`src/rtl/nx_rbus_apb_master_if.sv`:
```
// Bundles the rbus request/response and APB master signals of nx_rbus_apb_master.
// The master modport is the bridge's view; slave is the view of the rbus requester and APB completer.
interface nx_rbus_apb_master_if #(
    parameter int N_RBUS_ADDR_BITS = 16,
    parameter int N_RBUS_DATA_BITS = 32
);
    logic [N_RBUS_ADDR_BITS-1:0] rbus_addr_i;
    logic                        rbus_wr_strb_i;
    logic [N_RBUS_DATA_BITS-1:0] rbus_wr_data_i;
    logic                        rbus_rd_strb_i;
    logic [N_RBUS_DATA_BITS-1:0] rbus_rd_data_o;
    logic                        rbus_ack_o;
    logic                        rbus_err_ack_o;

    logic [N_RBUS_ADDR_BITS-1:0] apb_paddr;
    logic                        apb_psel;
    logic                        apb_penable;
    logic                        apb_pwrite;
    logic [N_RBUS_DATA_BITS-1:0] apb_pwdata;
    logic [N_RBUS_DATA_BITS-1:0] apb_prdata;
    logic                        apb_pready;
    logic                        apb_pslverr;

    modport master (
        input  rbus_addr_i, rbus_wr_strb_i, rbus_wr_data_i, rbus_rd_strb_i,
        output rbus_rd_data_o, rbus_ack_o, rbus_err_ack_o,
        output apb_paddr, apb_psel, apb_penable, apb_pwrite, apb_pwdata,
        input  apb_prdata, apb_pready, apb_pslverr
    );

    modport slave (
        output rbus_addr_i, rbus_wr_strb_i, rbus_wr_data_i, rbus_rd_strb_i,
        input  rbus_rd_data_o, rbus_ack_o, rbus_err_ack_o,
        input  apb_paddr, apb_psel, apb_penable, apb_pwrite, apb_pwdata,
        output apb_prdata, apb_pready, apb_pslverr
    );
endinterface

```
`src/rtl/nx_rbus_apb_master.sv`:
```
// Strobe-based rbus to APB master bridge: IDLE -> SETUP -> ACCESS -> RESP, all outputs registered.
// Optional ACCESS-phase timeout is enabled by defining NX_RBUS_APB_TIMEOUT_EN.
module nx_rbus_apb_master #(
    parameter int N_RBUS_ADDR_BITS = 16,
    parameter int N_RBUS_DATA_BITS = 32,
    parameter int TIMEOUT_CYCLES   = 255
) (
    input  logic                   clk,
    input  logic                   rst_n,
    nx_rbus_apb_master_if.master   bus,
    input  logic                   overlap_clr_i,
    output logic                   busy_o,
    output logic                   overlap_err_o
);

    typedef enum logic [1:0] {
        ST_IDLE   = 2'd0,
        ST_SETUP  = 2'd1,
        ST_ACCESS = 2'd2,
        ST_RESP   = 2'd3
    } state_t;

    localparam logic [N_RBUS_ADDR_BITS-1:0] ADDR_ZERO = {N_RBUS_ADDR_BITS{1'b0}};
    localparam logic [N_RBUS_DATA_BITS-1:0] DATA_ZERO = {N_RBUS_DATA_BITS{1'b0}};

    if (TIMEOUT_CYCLES < 1 || TIMEOUT_CYCLES > 255) begin : g_bad_timeout
        $error("nx_rbus_apb_master: TIMEOUT_CYCLES must be within 1..255");
    end

`ifdef NX_RBUS_APB_TIMEOUT_EN
    localparam logic [7:0] TMO_LAST = 8'(TIMEOUT_CYCLES - 1);
    logic [7:0]                  r_tmo_cnt;
`endif

    state_t                      r_state;
    logic [N_RBUS_ADDR_BITS-1:0] r_paddr;
    logic                        r_psel;
    logic                        r_penable;
    logic                        r_pwrite;
    logic [N_RBUS_DATA_BITS-1:0] r_pwdata;
    logic [N_RBUS_DATA_BITS-1:0] r_prdata;
    logic                        r_pslverr;
    logic [N_RBUS_DATA_BITS-1:0] r_rd_data;
    logic                        r_ack;
    logic                        r_err_ack;
    logic                        r_busy;
    logic                        r_overlap;

    logic w_wr;
    logic w_rd;

    assign w_wr = bus.rbus_wr_strb_i;
    assign w_rd = bus.rbus_rd_strb_i;

    // Transfer sequencer; every bus-facing output is a register written here.
    always_ff @(posedge clk or negedge rst_n) begin
        if (!rst_n) begin
            r_state   <= ST_IDLE;
            r_paddr   <= ADDR_ZERO;
            r_psel    <= 1'b0;
            r_penable <= 1'b0;
            r_pwrite  <= 1'b0;
            r_pwdata  <= DATA_ZERO;
            r_prdata  <= DATA_ZERO;
            r_pslverr <= 1'b0;
            r_rd_data <= DATA_ZERO;
            r_ack     <= 1'b0;
            r_err_ack <= 1'b0;
            r_busy    <= 1'b0;
`ifdef NX_RBUS_APB_TIMEOUT_EN
            r_tmo_cnt <= 8'd0;
`endif
        end else begin
            r_ack     <= 1'b0;
            r_err_ack <= 1'b0;
            case (r_state)
                ST_IDLE: begin
                    if (w_wr && w_rd) begin
                        // Ambiguous direction: reject without touching the APB side.
                        r_err_ack <= 1'b1;
                        r_rd_data <= DATA_ZERO;
                    end else if (w_wr || w_rd) begin
                        r_paddr   <= bus.rbus_addr_i;
                        r_pwrite  <= w_wr;
                        r_pwdata  <= w_wr ? bus.rbus_wr_data_i : DATA_ZERO;
                        r_psel    <= 1'b1;
                        r_penable <= 1'b0;
                        r_busy    <= 1'b1;
                        r_state   <= ST_SETUP;
                    end else begin
                        r_state   <= ST_IDLE;
                    end
                end
                ST_SETUP: begin
                    r_penable <= 1'b1;
`ifdef NX_RBUS_APB_TIMEOUT_EN
                    r_tmo_cnt <= 8'd0;
`endif
                    r_state   <= ST_ACCESS;
                end
                ST_ACCESS: begin
                    if (bus.apb_pready) begin
                        r_psel    <= 1'b0;
                        r_penable <= 1'b0;
                        r_prdata  <= r_pwrite ? DATA_ZERO : bus.apb_prdata;
                        r_pslverr <= bus.apb_pslverr;
                        r_state   <= ST_RESP;
                    end
`ifdef NX_RBUS_APB_TIMEOUT_EN
                    else if (r_tmo_cnt == TMO_LAST) begin
                        r_psel    <= 1'b0;
                        r_penable <= 1'b0;
                        r_prdata  <= DATA_ZERO;
                        r_pslverr <= 1'b1;
                        r_state   <= ST_RESP;
                    end else begin
                        r_tmo_cnt <= r_tmo_cnt + 8'd1;
                    end
`else
                    else begin
                        r_state <= ST_ACCESS;
                    end
`endif
                end
                ST_RESP: begin
                    if (r_pslverr) begin
                        r_err_ack <= 1'b1;
                        r_rd_data <= DATA_ZERO;
                    end else begin
                        r_ack     <= 1'b1;
                        r_rd_data <= r_prdata;
                    end
                    r_busy  <= 1'b0;
                    r_state <= ST_IDLE;
                end
                default: begin
                    r_psel    <= 1'b0;
                    r_penable <= 1'b0;
                    r_busy    <= 1'b0;
                    r_state   <= ST_IDLE;
                end
            endcase
        end
    end

    // Sticky overlap flag: a strobe while busy sets it, and a set beats a same-cycle clear.
    always_ff @(posedge clk or negedge rst_n) begin
        if (!rst_n) begin
            r_overlap <= 1'b0;
        end else if ((r_state != ST_IDLE) && (w_wr || w_rd)) begin
            r_overlap <= 1'b1;
        end else if (overlap_clr_i) begin
            r_overlap <= 1'b0;
        end else begin
            r_overlap <= r_overlap;
        end
    end

    assign bus.apb_paddr      = r_paddr;
    assign bus.apb_psel       = r_psel;
    assign bus.apb_penable    = r_penable;
    assign bus.apb_pwrite     = r_pwrite;
    assign bus.apb_pwdata     = r_pwdata;
    assign bus.rbus_rd_data_o = r_rd_data;
    assign bus.rbus_ack_o     = r_ack;
    assign bus.rbus_err_ack_o = r_err_ack;
    assign busy_o             = r_busy;
    assign overlap_err_o      = r_overlap;

endmodule
```
`src/flat_wrapper.sv`:
```
// flat-port wrapper written by rule: the top's interface ports become plain ports
module nx_rbus_apb_master_flat 
#(
    parameter int N_RBUS_ADDR_BITS = 16,
    parameter int N_RBUS_DATA_BITS = 32,
    parameter int TIMEOUT_CYCLES   = 255
)
  (clk, rst_n, overlap_clr_i, busy_o, overlap_err_o, bus_rbus_addr_i, bus_rbus_wr_strb_i, bus_rbus_wr_data_i, bus_rbus_rd_strb_i, bus_rbus_rd_data_o, bus_rbus_ack_o, bus_rbus_err_ack_o, bus_apb_paddr, bus_apb_psel, bus_apb_penable, bus_apb_pwrite, bus_apb_pwdata, bus_apb_prdata, bus_apb_pready, bus_apb_pslverr);
  nx_rbus_apb_master_if #(.N_RBUS_ADDR_BITS(N_RBUS_ADDR_BITS), .N_RBUS_DATA_BITS(N_RBUS_DATA_BITS)) bus_i ();
  input  logic clk;
  input  logic rst_n;
  input  logic overlap_clr_i;
  output logic busy_o;
  output logic overlap_err_o;
  input wire logic [$bits(bus_i.rbus_addr_i)-1:0] bus_rbus_addr_i;
  input wire logic [$bits(bus_i.rbus_wr_strb_i)-1:0] bus_rbus_wr_strb_i;
  input wire logic [$bits(bus_i.rbus_wr_data_i)-1:0] bus_rbus_wr_data_i;
  input wire logic [$bits(bus_i.rbus_rd_strb_i)-1:0] bus_rbus_rd_strb_i;
  output wire logic [$bits(bus_i.rbus_rd_data_o)-1:0] bus_rbus_rd_data_o;
  output wire logic [$bits(bus_i.rbus_ack_o)-1:0] bus_rbus_ack_o;
  output wire logic [$bits(bus_i.rbus_err_ack_o)-1:0] bus_rbus_err_ack_o;
  output wire logic [$bits(bus_i.apb_paddr)-1:0] bus_apb_paddr;
  output wire logic [$bits(bus_i.apb_psel)-1:0] bus_apb_psel;
  output wire logic [$bits(bus_i.apb_penable)-1:0] bus_apb_penable;
  output wire logic [$bits(bus_i.apb_pwrite)-1:0] bus_apb_pwrite;
  output wire logic [$bits(bus_i.apb_pwdata)-1:0] bus_apb_pwdata;
  input wire logic [$bits(bus_i.apb_prdata)-1:0] bus_apb_prdata;
  input wire logic [$bits(bus_i.apb_pready)-1:0] bus_apb_pready;
  input wire logic [$bits(bus_i.apb_pslverr)-1:0] bus_apb_pslverr;
  assign bus_i.rbus_addr_i = bus_rbus_addr_i;
  assign bus_i.rbus_wr_strb_i = bus_rbus_wr_strb_i;
  assign bus_i.rbus_wr_data_i = bus_rbus_wr_data_i;
  assign bus_i.rbus_rd_strb_i = bus_rbus_rd_strb_i;
  assign bus_rbus_rd_data_o = bus_i.rbus_rd_data_o;
  assign bus_rbus_ack_o = bus_i.rbus_ack_o;
  assign bus_rbus_err_ack_o = bus_i.rbus_err_ack_o;
  assign bus_apb_paddr = bus_i.apb_paddr;
  assign bus_apb_psel = bus_i.apb_psel;
  assign bus_apb_penable = bus_i.apb_penable;
  assign bus_apb_pwrite = bus_i.apb_pwrite;
  assign bus_apb_pwdata = bus_i.apb_pwdata;
  assign bus_i.apb_prdata = bus_apb_prdata;
  assign bus_i.apb_pready = bus_apb_pready;
  assign bus_i.apb_pslverr = bus_apb_pslverr;
  nx_rbus_apb_master #(.N_RBUS_ADDR_BITS(N_RBUS_ADDR_BITS), .N_RBUS_DATA_BITS(N_RBUS_DATA_BITS), .TIMEOUT_CYCLES(TIMEOUT_CYCLES)) u_core (.clk(clk), .rst_n(rst_n), .bus(bus_i), .overlap_clr_i(overlap_clr_i), .busy_o(busy_o), .overlap_err_o(overlap_err_o));
endmodule
```
`config.mk`:
```
export PLATFORM = sky130hd
export DESIGN_NAME = nx_rbus_apb_master_flat
export DESIGN_NICKNAME = d
export VERILOG_FILES = /design/src/rtl/nx_rbus_apb_master_if.sv /design/src/rtl/nx_rbus_apb_master.sv /design/src/flat_wrapper.sv
export SDC_FILE = /design/constraint.sdc
export NUM_CORES = 1
export LEC_CHECK = 0
export BUFFER_PORTS_ARGS = -buffer_cell sky130_fd_sc_hd__buf_4
export CAP_MARGIN = 20
export CORE_UTILIZATION = 39
export DETAILED_ROUTE_END_ITERATION = 12
export RECOVER_POWER = 50
export SYNTH_ARGS = -nofsm -noshare
export SYNTH_HDL_FRONTEND = slang
export SYNTH_SLANG_ARGS = --single-unit
```
`constraint.sdc`:
```
create_clock -name clk -period 2.1 [get_ports clk]
set_clock_uncertainty 0.2 [all_clocks]
set_input_delay 0.21 -clock clk [delete_from_list [all_inputs] [get_ports clk]]
set_output_delay 0.21 -clock clk [all_outputs]
set_load 0.005 [all_outputs]
```
==> results by group <==
Outcome
  • Status: complete, no violations

STA
  • Least-Margin Pin Slew: around 1300 ps
  • Hold slack: ~140 ps
  • Setup total negative slack: 0 ps
  • Slew Viols, Final: 0
  • Min cycle time layout: around 2000 ps
  • Period utilisation layout: between 90 and 100%
  • FMAX: 498.4 MHz
  • Final Hold Vio Count: 0
  • Max_slew headroom: between 10% and 20%
  • RSZ-0062 raised after global routing: no
  • Setup violators final: 0

GRT
  • Initial antenna violation count: 0
  • Vias in the first global route: around 4300
  • Largest net degree at the start of global routing: 83
  • GR Overflow Total: 0
  • GRT Util Overall: about a fifth
  • First-pass GRT wire length: around 21 mm

Clock tree
  • H-tree Lvls: 4
  • Clock sink count: 122
  • Clk slew on worst S/H paths: approximately 50 ps
  • Clk Latency, worst-skew pair: 410 ps
  • CTS buffer count: 17
  • Longest Clk Path Bufs: 2
  • Root buf cell: clkbuf_16
  • CTS tree: built

Detailed routing
  • Vias per Instance: around 4.6
  • WL/cell: around 14 um
  • Initial DRC Count: slightly below 200
  • Drt total wl: 12.98 mm
  • Antenna violation net count after detailed routing: 0
  • Drt drc: 0
  • Vias: around 4300
  • DRT Pass-1 Iters: 4

Job
  • Max Cap Viol: 0

Layout
  • Number of diodes: 0
  • Commonest non-fill, non-tap cell in the layout: nand2_1
  • Share of cells above drive strength 1: between 20 and 30%
  • Final instance area: approximately 8100 um^2
  • Most frequent cells in the layout: nand2_1 (164), buf_4 (133), dfrtp_1 (122), dlygate4sd3_1 (95), o21ai_0 (94)
  • Seq. cell area: slightly above 3000 um^2
  • Multi-input gate area: about 1800 um^2
  • Fin cells: ~950
  • Fill count: ~1000
  • P&R area growth vs syn: 60.85%
  • Layout Nets: 860

Floorplanning
  • Initial Util: ~40%
  • Core area: 12570 um^2
  • Die height: 115.3 um
  • Num rows: 41
  • I/O pin total: 174
  • Die W: between 100 and 150 um
  • Die footprint: approximately 13000 um^2

Worst setup path
  • R2R depth: 5
  • Start point of the critical path: bus_rbus_wr_strb_i
  • Worst-path fanout max: around 80
  • Reg-to-Reg End: u_core.bus.apb_penable
  • Reg-to-reg setup timing slack: approximately 130 ps
  • CP Capture Type: flip-flop
  • Critical Path AT: 2100 ps
  • Crit start category: input port
  • Worst Setup Path Type: input port to flip-flop
  • WP data required: between 2000 and 2500 ps
  • Crit Reg-Reg Startpoint: u_core.r_state[0]

Placed design
  • HPWL after DPL: roughly 7.8 mm
  • Area post-placement: approximately 6500 um^2
  • Port Buffers: 173
  • Dpl cells: a little over 800
  • GPL Wtd Cong: between 0.7 and 0.8

Min path
  • Worst hold start: bus_rbus_rd_strb_i
  • Hold crit path type: input port to flip-flop
  • Hold Path Depth: 4
  • Hold endpoint: u_core.overlap_err_o

Synth
  • Synth warnings: 0
  • Number of synthesized register bits: roughly 120
  • Seq/Total Area, Yosys: around 61%
  • Ys async rst share: between 90% and 100%
  • Cell count after synthesis: about 500
  • Post-Syn Area per Cell: approximately 10 um^2
  • Top FF cell, synth: dfrtp_1
  • Net count after synthesis: 597
  • EDFF count, synth: 0
  • Netlist cell types: 23
  • Synthesized area: ~5000 um^2

Power
  • Leak: about 0.0038 uW
  • PwrDens: roughly 1300 nW/um^2
  • Total power: 10200 uW
  • Peak supply drop: roughly 0.76 mV
==> cells by family after synthesis <==
group / count (synthesis) / share of synthesized area [%]
simple gates: 204 / 17.12
flops: 122 / 61.00
compound gates: 108 / 11.18
buf+inv: 38 / 3.750
mux: 20 / 4.700
fa+ha+maj: 9 / 2.250
==> routing by layer <==
layer	vias to the layer above	routed length (um)	global-route usage, %
met5	-	0	0
met2	142	6230	34.18
met3	17	914	6.906
li1	2146	-	-
met4	0	193	7.879
met1	2038	5641	25.35
==> synth_stat cells (3+ instances only) <==
library cell / instances / area (um^2)
a21oi_1: 4 / 20.02
buf_2: 7 / 35.03
buf_4: 7 / 52.55
clkbuf_1: 16 / 60.06
dfrtp_1: 122 / 3053
ha_1: 9 / 112.6
inv_1: 5 / 18.77
mux2_2: 18 / 202.7
nand2_1: 165 / 619.3
nand2b_1: 32 / 200.2
nor2b_1: 3 / 18.77
o21ai_0: 94 / 470.5
o21ai_1: 6 / 30.03
==> area by class of cell <==
type / instances / share of cell area, %
sequential: 122 / 37.92
timing repair buffer: 277 / 29.39
multi-input combinational: 341 / 22.01
clock buffer: 25 / 6.403
tap: 172 / 2.673
clock inverter: 7 / 1.368
inverter: 5 / 0.2331
==> sequential cells by signal (all words and copies together) (netlist names), 2 cells and up <==
name                       count
u_core.bus.rbus_rd_data_o     32
u_core.r_prdata               32
u_core.bus.apb_paddr          16
u_core.bus.apb_pwdata         32
u_core.r_state                 2
==> report_power, final <==
| group | leakage, uW | switching [uW] | internal (uW) |
|---|---|---|---|
| Sequential | 0.00159 | 518 | 3280 |
| Combinational | 0.00195 | 1600 | 1760 |
| Clock | 0.000313 | 990 | 2050 |
| Total | 0.00385 | 3110 | 7080 |
==> per-stage QoR <==
stage | setup slack, ps | util (%)
after floorplan | 217.6 | -
after global placement | 157.2 | 51.70
after detailed placement | 59.05 | 51.70
after CTS | 63.39 | 64.24
after global routing | 10.54 | 64.05
final | 93.65 | 64.05
==> timing repair <==
item	in CTS	in global routing
hold buffers	95	0
endpoints found under the hold margin	207	0
setup buffers	0	0
resized for setup	0	1
setup endpoints to repair	0	26
==> worst max path at each step <==
stage	to	cells after the start
after global routing	u_core.bus.apb_penable	5
final	u_core.bus.apb_paddr[5]	7
after detailed placement	u_core.bus.apb_penable	5
after floorplan	u_core.bus.apb_penable	6
after CTS	u_core.bus.apb_penable	5
after global placement	u_core.bus.apb_penable	5
==> worst max-delay path, stage by stage <==
cell and delay [ps]:
dlygate4sd3_1 530, buf_4 200, inv_1 90, ha_1 280
nand2_2 80, buf_12 280, mux2_2 380
No activity file was read; power rests on OpenSTA's default activity.
